==> src/rtl/pc_ctrl_if.sv <==
// pc_ctrl_if: control, flag, LUT-write and PC bundle for the pc_ctrl stage.
// master drives the requests and LUT writes; slave is the pc_ctrl side.
interface pc_ctrl_if #(
  parameter int PC_W  = 10,
  parameter int LUT_W = 4
);
  logic             start;
  logic             stall;
  logic             branch_op;
  logic             notequal;
  logic             lessthan;
  logic [LUT_W-1:0] target_idx;
  logic             halt_req;
  logic             lut_we;
  logic [LUT_W-1:0] lut_waddr;
  logic [PC_W-1:0]  lut_wdata;
  logic [PC_W-1:0]  prog_ctr;
  logic             running;
  logic             done;

  modport master (
    output start, stall, branch_op,
    output notequal, lessthan, target_idx,
    output halt_req,
    output lut_we, lut_waddr, lut_wdata,
    input  prog_ctr, running, done
  );

  modport slave (
    input  start, stall, branch_op,
    input  notequal, lessthan, target_idx,
    input  halt_req,
    input  lut_we, lut_waddr, lut_wdata,
    output prog_ctr, running, done
  );
endinterface

==> src/rtl/pc_ctrl.sv <==
// pc_ctrl: program counter, branch-target LUT and IDLE/RUN/HALT sequencing.
// Optional: PC_WRAP_HALT_EN halts instead of wrapping at the top address.
module pc_ctrl #(
  parameter int PC_W  = 10,
  parameter int LUT_W = 4
) (
  input logic     clk,
  input logic     rst_n,
  pc_ctrl_if.slave bus
);

  localparam int DEPTH = 1 << LUT_W;
  localparam logic [PC_W-1:0] PC_MAX = '1;

  typedef enum logic [1:0] {
    IDLE = 2'd0,
    RUN  = 2'd1,
    HALT = 2'd2
  } state_e;

  state_e          state_q, state_d;
  logic [PC_W-1:0] pc_q, pc_d;
  logic            running_q, running_d;
  logic            done_q, done_d;
  logic            start_q;
  logic [PC_W-1:0] lut_q [DEPTH];

  logic            launch;
  logic            taken;
  logic [PC_W-1:0] tgt;
  logic            at_top;

  assign launch = start_q & ~bus.start;
  assign taken  = bus.branch_op
                & (bus.notequal | bus.lessthan);
  assign tgt    = lut_q[bus.target_idx];
  assign at_top = (pc_q == PC_MAX);

  assign bus.prog_ctr = pc_q;
  assign bus.running  = running_q;
  assign bus.done     = done_q;

  // state, PC, status flags and start edge detector
  always_ff @(posedge clk or negedge rst_n) begin
    if (!rst_n) begin
      state_q   <= IDLE;
      pc_q      <= '0;
      running_q <= 1'b0;
      done_q    <= 1'b0;
      start_q   <= 1'b0;
    end else begin
      state_q   <= state_d;
      pc_q      <= pc_d;
      running_q <= running_d;
      done_q    <= done_d;
      start_q   <= bus.start;
    end
  end

  // branch target table; same-cycle read sees the old entry
  always_ff @(posedge clk or negedge rst_n) begin
    if (!rst_n) begin
      for (int i = 0; i < DEPTH; i++) begin
        lut_q[i] <= '0;
      end
    end else if (bus.lut_we) begin
      lut_q[bus.lut_waddr] <= bus.lut_wdata;
    end
  end

  // next state: start restarts, stall freezes, halt beats branch
  always_comb begin
    state_d = state_q;
    unique case (state_q)
      IDLE: begin
        if (launch) state_d = RUN;
      end
      RUN: begin
        if (bus.start) begin
          state_d = IDLE;
        end else if (bus.stall) begin
          state_d = RUN;
        end else if (bus.halt_req) begin
          state_d = HALT;
        end else if (taken) begin
          state_d = RUN;
`ifdef PC_WRAP_HALT_EN
        end else if (at_top) begin
          state_d = HALT;
`endif
        end else begin
          state_d = RUN;
        end
      end
      HALT: begin
        if (bus.start) state_d = IDLE;
      end
      default: state_d = IDLE;
    endcase
  end

  // next PC and registered decodes of the next state
  always_comb begin
    pc_d      = pc_q;
    running_d = (state_d == RUN);
    done_d    = (state_d == HALT);
    unique case (state_q)
      IDLE: begin
        pc_d = '0;
      end
      RUN: begin
        if (bus.start) begin
          pc_d = '0;
        end else if (bus.stall) begin
          pc_d = pc_q;
        end else if (bus.halt_req) begin
          pc_d = pc_q;
        end else if (taken) begin
          pc_d = tgt;
        end else begin
`ifdef PC_WRAP_HALT_EN
          pc_d = at_top ? pc_q : pc_q + PC_W'(1);
`else
          pc_d = pc_q + PC_W'(1);
`endif
        end
      end
      HALT: begin
        if (bus.start) pc_d = '0;
      end
      default: pc_d = '0;
    endcase
  end

`ifndef PC_WRAP_HALT_EN
  logic unused_top;
  assign unused_top = at_top;
`endif

endmodule

==> src/flat_wrapper.sv <==
// flat-port wrapper written by rule: the top's interface ports become plain ports
module pc_ctrl_flat 
#(
  parameter int PC_W  = 10,
  parameter int LUT_W = 4
)
  (clk, rst_n, bus_start, bus_stall, bus_branch_op, bus_notequal, bus_lessthan, bus_target_idx, bus_halt_req, bus_lut_we, bus_lut_waddr, bus_lut_wdata, bus_prog_ctr, bus_running, bus_done);
  pc_ctrl_if #(.PC_W(PC_W), .LUT_W(LUT_W)) bus_i ();
  input logic clk;
  input logic rst_n;
  input wire logic [$bits(bus_i.start)-1:0] bus_start;
  input wire logic [$bits(bus_i.stall)-1:0] bus_stall;
  input wire logic [$bits(bus_i.branch_op)-1:0] bus_branch_op;
  input wire logic [$bits(bus_i.notequal)-1:0] bus_notequal;
  input wire logic [$bits(bus_i.lessthan)-1:0] bus_lessthan;
  input wire logic [$bits(bus_i.target_idx)-1:0] bus_target_idx;
  input wire logic [$bits(bus_i.halt_req)-1:0] bus_halt_req;
  input wire logic [$bits(bus_i.lut_we)-1:0] bus_lut_we;
  input wire logic [$bits(bus_i.lut_waddr)-1:0] bus_lut_waddr;
  input wire logic [$bits(bus_i.lut_wdata)-1:0] bus_lut_wdata;
  output wire logic [$bits(bus_i.prog_ctr)-1:0] bus_prog_ctr;
  output wire logic [$bits(bus_i.running)-1:0] bus_running;
  output wire logic [$bits(bus_i.done)-1:0] bus_done;
  assign bus_i.start = bus_start;
  assign bus_i.stall = bus_stall;
  assign bus_i.branch_op = bus_branch_op;
  assign bus_i.notequal = bus_notequal;
  assign bus_i.lessthan = bus_lessthan;
  assign bus_i.target_idx = bus_target_idx;
  assign bus_i.halt_req = bus_halt_req;
  assign bus_i.lut_we = bus_lut_we;
  assign bus_i.lut_waddr = bus_lut_waddr;
  assign bus_i.lut_wdata = bus_lut_wdata;
  assign bus_prog_ctr = bus_i.prog_ctr;
  assign bus_running = bus_i.running;
  assign bus_done = bus_i.done;
  pc_ctrl #(.PC_W(PC_W), .LUT_W(LUT_W)) u_core (.clk(clk), .rst_n(rst_n), .bus(bus_i));
endmodule
==> config.mk <==
export PLATFORM = sky130hd
export DESIGN_NAME = pc_ctrl_flat
export DESIGN_NICKNAME = d
export VERILOG_FILES = /design/src/rtl/pc_ctrl_if.sv /design/src/rtl/pc_ctrl.sv /design/src/flat_wrapper.sv
export SDC_FILE = /design/constraint.sdc
export NUM_CORES = 1
export LEC_CHECK = 0
export CAP_MARGIN = 20
export CELL_PAD_IN_SITES_DETAIL_PLACEMENT = 1
export CELL_PAD_IN_SITES_GLOBAL_PLACEMENT = 2
export CORE_ASPECT_RATIO = 0.9
export CORE_UTILIZATION = 40
export DETAILED_ROUTE_END_ITERATION = 16
export PLACE_DENSITY_LB_ADDON = 0.1
export SYNTH_ARGS = -nofsm -noshare
export SYNTH_HDL_FRONTEND = slang
export SYNTH_SLANG_ARGS = --single-unit
==> constraint.sdc <==
create_clock -name clk -period 1.7 [get_ports clk]
set_clock_uncertainty 0.15 [all_clocks]
set_input_delay 0.51 -clock clk [delete_from_list [all_inputs] [get_ports clk]]
set_output_delay 0.51 -clock clk [all_outputs]
set_load 0.01 [all_outputs]
==> parameters.txt, run 1 <==
Parameter                              Value

STA
  Transition time at the pin with the least slew margin ... between 0.4 and 0.5 ns
  Share of the clock period used by the worst path ... 105%
  Max Clock Freq ... 561 MHz
  Min Clock Period, post-route ... 1.78 ns
  Count of pins over their slew limit ... 0
  Unrepaired setup endpoints after global routing ... true
  Final worst slack ... -0.0839 ns
  Endpoints failing setup ... 9
  Final-report hold violation count ... 0
  Worst-case headroom to the max-slew limit ... 66.7%

Power
  Relative contribution of sequential cells to total power ... 46.5%
  Standby leakage power ... 4.80 nW
  Internal power contribution ... 0.00876 W
  Ratio of total power to cell area ... between 1000 and 1500 nW/um^2
  Part of the power in combinational logic ... 21.3%
  Total chip power ... 0.0119 W
  Max rail drop VDD ... ~510 uV
  Power share of the clock group ... between 30 and 40%
  Net load switching power ... 0.00319 W
  Proportion of total power due to net switching ... a little over a quarter

GRT
  Number of global-route vias before repair ... 6074
  Met1 usage ... 30.6%
  Met2 Resource Use GR ... 40.4%
  Total congestion overflow ... 0
  Antenna violations before repair ... 0
  Global routing usage on met3 ... under 10%
  GRT Util Overall ... 23.6%
  Largest net degree at the start of global routing ... 41
  Peak-usage layer in the global routing report ... met2
  First-pass GRT wire length ... approximately 36 mm

Floorplanning
  Core ar. ... 20000 sq um
  Std cell rows ... 49
  Die height ... 138 microns
  Area of the die ... 21100 sq um
  Die boundary width ... 153 microns
  Io pins ... 39
  Starting density of the core ... 40.9%

CTS
  Clock buffer depth ... 2
  Clock slew at reported path FFs ... 0.07 ns
  Number of buffers inserted during clock tree synthesis ... 17
  CTS tree ... done
  CTS root buf ... sky130_fd_sc_hd__clkbuf_16
  Clk_lat worst skew ... 0.43 ns
  H-tree depth reported by CTS ... 4
  CTS sink cnt ... around 180

Yosys
  Post-synth EDFFs ... 0
  Ys flop type ... sky130_fd_sc_hd__dfrtp_1
  Synth Warn # ... 0
  Async S/R FF share, synth ... 100%
  Gate count of the mapped netlist ... 559
  Post-Synthesis Cell Area ... 8190 sq um
  Cell variety after synth ... 46
  Library cell with the largest summed area after synthesis ... sky130_fd_sc_hd__dfrtp_1
  Number of nets produced by synthesis ... 587
  Flip-flop and latch count after synthesis ... around 180
  Sequential element share of the synthesized area ... a little over half
  Most area-consuming cells after synthesis ... sky130_fd_sc_hd__dfrtp_1 53%, sky130_fd_sc_hd__mux2_2 23%, sky130_fd_sc_hd__mux4_2 6.9%, sky130_fd_sc_hd__mux4_1 2.2%, sky130_fd_sc_hd__mux2i_1 2.1%
  Area share of the largest cell type after synthesis ... 53.5%
  Syn Area/Cell ... 14.7 sq um

Drt
  Routed vias ... 5335
  Number of search-and-repair iterations in the first detailed-routing pass ... 4
  DRT Wirelength ... 23.0 mm
  Count of nets left with antenna violations after detail routing ... 0
  Detail-routed net length per standard cell ... 23.5 microns
  DRC violations left ... 0
  Number of DRC markers in iteration 0 ... 169
  Post-detailed-route via-to-cell ratio ... 5.44

Finish
  Layout Nets ... 740
  Most frequent cells in the layout ... 174 x sky130_fd_sc_hd__dfrtp_1, 136 x sky130_fd_sc_hd__mux2_2, 93 x sky130_fd_sc_hd__buf_4
  Post-Layout Inst Area ... 10900 sq um
  Area grow syn2layout ... 33.3%
  Inserted Diodes ... 0
  Share of layout cells above drive strength 1 ... 58.2%
  Leading cell type in the layout, fill and taps excluded ... sky130_fd_sc_hd__dfrtp_1

Status
  Violations in the final reports ... setup timing
  Run status ... finished, violations left

Critical path
  Crit. End Element ... flop
  Category of the worst setup path launch point ... flop
  CP Class ... reg2reg
  Required arrival time at the worst endpoint ... 1.87 ns
  Largest fanout of any net on the critical path ... 2
  Endpoint arrival time on the critical path ... 1.95 ns

Placed design
  GPL Wtd Cong ... between 0.8 and 0.9
  IO buf count ... 38
  Placed standard-cell area ... 9960 sq um
  Hpwl dp ... 15.3 mm

Worst hold path
  Path type of the worst min-delay path ... reg2reg

Run
  Max Cap Viol ... 0
==> worst max-delay path, cell delays in order, from the launching register on <==
cell                        delay (ns)
sky130_fd_sc_hd__dfrtp_1          0.39
sky130_fd_sc_hd__mux4_2           0.52
sky130_fd_sc_hd__a2111oi_4        0.35
sky130_fd_sc_hd__a221oi_2         0.10
sky130_fd_sc_hd__a21o_1           0.16
==> worst paths after layout <==
kind / from / to / slack (ns) / cells past startpoint
min in group asynchronous: rst_n / u_core.lut_q[124]$_DFFE_PN0P_ / 0.38 / 2
worst max-delay path: u_core.lut_q[110]$_DFFE_PN0P_ / u_core.bus.prog_ctr[0]$_DFFE_PN0P_ / -0.08 / 4
worst min register to register: u_core.lut_q[30]$_DFFE_PN0P_ / u_core.lut_q[30]$_DFFE_PN0P_ / 0.35 / 1
worst max register to register: u_core.lut_q[110]$_DFFE_PN0P_ / u_core.bus.prog_ctr[0]$_DFFE_PN0P_ / -0.08 / 4
worst min-delay path: u_core.lut_q[30]$_DFFE_PN0P_ / u_core.lut_q[30]$_DFFE_PN0P_ / 0.35 / 1
max in group asynchronous: rst_n / u_core.lut_q[93]$_DFFE_PN0P_ / 0.46 / 3
==> per-stage QoR <==
step | hold slack, ns | worst slack, ns | setup TNS, ns | instances | util (%)
after floorplan | 0.0644 | -0.336 | -10.09 | 559 | -
after global placement | 0.271 | -0.798 | -99.25 | 929 | 49.7
after detailed placement | 0.277 | -0.777 | -102.78 | 929 | 49.7
after CTS | 0.353 | -0.0936 | -0.520 | 974 | 54.0
after global routing | 0.369 | -0.140 | -0.906 | 980 | 54.5
final | 0.352 | -0.0839 | -0.453 | 980 | 54.5
==> sequential cells by signal, summed over array words and instances (netlist names) <==
signal and cells:
u_core.bus.prog_ctr 10, u_core.start_q 1, u_core.bus.done 1, u_core.bus.running 1
u_core.lut_q 160, u_core.state_q 2
==> logic make-up (layout without fill, tap and decap cells) <==
group / after synthesis / count (layout) / synth area share, %
muxes: 218 / 218 / 34.4
AOI/OAI and AO/OA: 45 / 45 / 3.86
DFF: 175 / 175 / 53.5
buffers and inverters: 34 / 200 / 2.09
and+or+nand+nor: 81 / 81 / 5.45
xor gates and xnor gates: 5 / 5 / 0.535
adders and majority gates: 1 / 1 / 0.153
==> synthesized netlist by cell type, drive strengths merged, types with 2 or more instances <==
cell type and count:
a21oi 5, nor4 2, a31oi 4, a21o 3, nand3b 5, or3 4
mux4 32, buf 13, nand2 12, nor3 7, a2111oi 3, clkbuf 20
nor2b 7, o21ai 11, o211ai 8, nor2 21, dfrtp 175, xnor2 3
mux2i 17, a221oi 7, xor2 2, nand3 9, nand2b 6, mux2 169
or4 2
==> cell type report <==
type,instances,area (sq um)
repair buffers,167,1650
clock inverters,13,128
inverters,1,3.75
flip-flops and latches,175,4380
multi-input cells,350,4000
fillers,1925,9130
clock buffers,19,443
well taps,255,319
==> what timing repair did <==
item | 4_1_cts | 5_1_grt
gates cloned | 2 | 1
gates resized for setup | 105 | 17
pin swaps | 14 | 7
hold buffers | 1 | 0
setup buffers | 10 | 5
endpoints found under the hold margin | 25 | 0
setup endpoints to repair | 182 | 17
==> power by group through the flow <==
stage / sequential (W) / combinational, W / clock (W)
final: 0.00555 / 0.00254 / 0.00385
after detailed placement: 0.00561 / 0.00236 / 0
after CTS: 0.00554 / 0.00250 / 0.00394
after floorplan: 0.00541 / 0.00161 / 0
after global placement: 0.00553 / 0.00227 / 0
after global routing: 0.00566 / 0.00274 / 0.00412
==> metal layers <==
layer  part of all wire [%]  wire [microns]
met4                    1.4             317
met2                     50           11500
met5                      0               0
met1                     46           10700
met3                    2.2             505
(Power assumes the default switching activity.)
==> run 2: changes to the inputs <==
--- a/config.mk
+++ b/config.mk
@@ -11,7 +11,7 @@
 export CORE_ASPECT_RATIO = 0.9
 export CORE_UTILIZATION = 40
 export DETAILED_ROUTE_END_ITERATION = 16
-export PLACE_DENSITY_LB_ADDON = 0.1
+export PLACE_DENSITY_LB_ADDON = 0.12
 export SYNTH_ARGS = -nofsm -noshare
 export SYNTH_HDL_FRONTEND = slang
 export SYNTH_SLANG_ARGS = --single-unit
==> run 2 against run 1 <==
The run still ends with setup timing left. Flip-flop and latch count unchanged. Worst hold slack improved by 0.0040 ns. Utilization grew 0.56 points. Routed wire length up 2.5%. Non-clock buffer count increased by 3. Clock power decreased by 3%. Maximum frequency is 0.50% higher. Via count increased by 1.9%. Combinational power hardly changed. First-iteration DRC count up 35%. Die area stayed put. Sequential share of layout area down 0.40 points.
==> parameters.txt, run 2 (synthesis results as in run 1) <==
Parameter                              Value

GRT
  Largest net degree at the start of global routing ... 34
  GRT Util Overall ... about 24%
  Total congestion overflow ... 0
  Antenna violations before repair ... 0
  Number of global-route vias before repair ... 6170
  First-pass GRT wire length ... 37.0 mm

Drt
  Count of nets left with antenna violations after detail routing ... 0
  Number of DRC markers in iteration 0 ... approximately 230
  Post-detailed-route via-to-cell ratio ... 5.53
  DRC violations left ... 0
  Detail-routed net length per standard cell ... ~24 microns
  DRT Wirelength ... 23.6 mm
  Number of search-and-repair iterations in the first detailed-routing pass ... 5
  Routed vias ... 5435

Floorplanning
  Io pins ... 39
  Area of the die ... 21100 sq um
  Core ar. ... 20000 sq um
  Die height ... 138 microns
  Starting density of the core ... 40.9%
  Std cell rows ... 49
  Die boundary width ... between 150 and 200 microns

Power
  Internal power contribution ... about 0.0086 W
  Ratio of total power to cell area ... 1070 nW/um^2
  Max rail drop VDD ... 576 uV
  Part of the power in combinational logic ... 21.5%
  Relative contribution of sequential cells to total power ... 46.9%
  Proportion of total power due to net switching ... 27.4%
  Power share of the clock group ... between 30% and 40%
  Standby leakage power ... 4.83 nW
  Net load switching power ... between 0.003 and 0.004 W

Critical path
  Register-to-register setup slack ... -0.08 ns
  Kind of cell adding the most delay to the critical path ... multiplexers
  Largest fanout of any net on the critical path ... 2
  Crit. End Element ... flop
  Slowest stage delay, CP ... about 0.47 ns
  Category of the worst setup path launch point ... flop
  Cell at the slowest stage of the critical path ... sky130_fd_sc_hd__mux4_2
  Number of buffers and inverters on the critical path ... 0
  Required arrival time at the worst endpoint ... 1.87 ns
  Endpoint arrival time on the critical path ... roughly 1.9 ns
  CP Class ... reg2reg
  Critical Path, Cell by Cell ... mux4_2 > mux2_4 > a221oi_4 > o21ai_1

Finish
  Area grow syn2layout ... 34.7%
  Inserted Diodes ... 0
  Number of flip-flops under the largest register name ... 160
  Post-Route Utilization ... 55.0%
  Layout Nets ... 743
  Reg with most FFs ... u_core.lut_q
  Most frequent cells in the layout ... 174 x sky130_fd_sc_hd__dfrtp_1, 135 x sky130_fd_sc_hd__mux2_2, 96 x sky130_fd_sc_hd__buf_4
  Share of layout cells above drive strength 1 ... 59.6%
  Leading cell type in the layout, fill and taps excluded ... sky130_fd_sc_hd__dfrtp_1
  Final std cells w/o fill ... 983

Run
  Max Cap Viol ... 0

STA
  Final worst slack ... -0.0751 ns
  Endpoints failing setup ... 10
  Min Clock Period, post-route ... 1.78 ns
  Worst-case headroom to the max-slew limit ... 71.2%
  Share of the clock period used by the worst path ... 104%
  Transition time at the pin with the least slew margin ... about 0.43 ns
  Count of pins over their slew limit ... 0
  Final-report hold violation count ... 0
  Max Clock Freq ... 563 MHz
  Unrepaired setup endpoints after global routing ... true

CTS
  Clock slew at reported path FFs ... roughly 0.08 ns
  Clock buffer depth ... 2
  CTS root buf ... sky130_fd_sc_hd__clkbuf_16
  Clk_lat worst skew ... 0.44 ns
  Number of buffers inserted during clock tree synthesis ... 17
  CTS sink cnt ... 175
  CTS tree ... done
  H-tree depth reported by CTS ... 4

Placed design
  Placed cell count ... 932
  Hpwl dp ... 15.9 mm
  IO buf count ... 38
  GPL Wtd Cong ... 0.886

Status
  Run status ... finished, violations left
  Violations in the final reports ... setup timing

Worst hold path
  Path type of the worst min-delay path ... reg2reg
## run 2: cell count changes in the layout (fill, tap and decap cells not counted), moves of 3 or more
cell | previous run | this run
sky130_fd_sc_hd__dlygate4sd2_1 | 7 | 3
sky130_fd_sc_hd__clkinv_4 | 5 | 2
sky130_fd_sc_hd__buf_4 | 93 | 96
sky130_fd_sc_hd__clkinvlp_4 | 0 | 5
sky130_fd_sc_hd__clkbuf_2 | 3 | 6
sky130_fd_sc_hd__inv_8 | 0 | 4
sky130_fd_sc_hd__nand2b_1 | 6 | 3
sky130_fd_sc_hd__buf_6 | 12 | 9
## run 2: path summary, 6_finish.rpt
kind,start,endpoint,cells past startpoint
max,u_core.lut_q[44]$_DFFE_PN0P_,u_core.bus.prog_ctr[4]$_DFFE_PN0P_,4
min,u_core.lut_q[145]$_DFFE_PN0P_,u_core.lut_q[145]$_DFFE_PN0P_,1
max reg2reg,u_core.lut_q[44]$_DFFE_PN0P_,u_core.bus.prog_ctr[4]$_DFFE_PN0P_,4
min reg2reg,u_core.lut_q[145]$_DFFE_PN0P_,u_core.lut_q[145]$_DFFE_PN0P_,1
max in group asynchronous,rst_n,u_core.lut_q[74]$_DFFE_PN0P_,3
min in group asynchronous,rst_n,u_core.lut_q[111]$_DFFE_PN0P_,2
## run 2: final cells by class
cell class              count  area [sq um]
fillers                  1938          9010
flip-flops and latches    175          4380
inverters                   1          3.75
well taps                 255           319
repair buffers            170          1720
multi-input cells         350          4050
clock inverters            14           126
clock buffers              18           429
## run 2: metrics by stage
stage / area (sq um) / worst slack [ns] / power (W) / setup TNS, ns / hold WS, ns
after global placement: 10000 / -0.749 / 0.00782 / -99.22 / 0.294
after floorplan: 8410 / -0.336 / 0.00703 / -10.09 / 0.0644
final: 11000 / -0.0751 / 0.0118 / -0.418 / 0.356
after CTS: 11000 / -0.0799 / 0.0119 / -0.367 / 0.358
after global routing: 11000 / -0.139 / 0.0124 / -0.987 / 0.375
after detailed placement: 10000 / -0.788 / 0.00799 / -105.47 / 0.301
## run 2: power by group through the flow
stage	Sequential [W]	Clock, W	Combinational [W]
floorplan	0.00541	0	0.00161
global placement	0.00555	0	0.00227
detailed placement	0.00562	0	0.00237
CTS	0.00555	0.00382	0.00255
global route	0.00567	0.00396	0.00275
finish	0.00556	0.00374	0.00255
## run 2: repair_timing
action | in CTS | in global routing
cloned | 3 | 1
setup buffers | 13 | 2
pin swaps | 15 | 7
endpoints found under the hold margin | 25 | 0
hold buffers | 1 | 0
resized for setup | 113 | 22
endpoints found under the setup margin | 182 | 59
## run 2: per-layer routing
metal	wire length, microns	vias up	GRT usage [%]
li1	-	2410	-
met1	11000	2900	31.7
met2	11500	93	40.9
met3	685	32	4.06
met4	422	0	7.80
met5	0	-	0
==> run 3: changes to the inputs <==
--- a/config.mk
+++ b/config.mk
@@ -11,7 +11,7 @@
 export CORE_ASPECT_RATIO = 0.9
 export CORE_UTILIZATION = 40
 export DETAILED_ROUTE_END_ITERATION = 16
-export PLACE_DENSITY_LB_ADDON = 0.12
+export PLACE_DENSITY_LB_ADDON = 0.1
 export SYNTH_ARGS = -nofsm -noshare
 export SYNTH_HDL_FRONTEND = slang
 export SYNTH_SLANG_ARGS = --single-unit
==> results of run 3 <==
The final DEF is identical to that of run 1; final timing and power are the same.
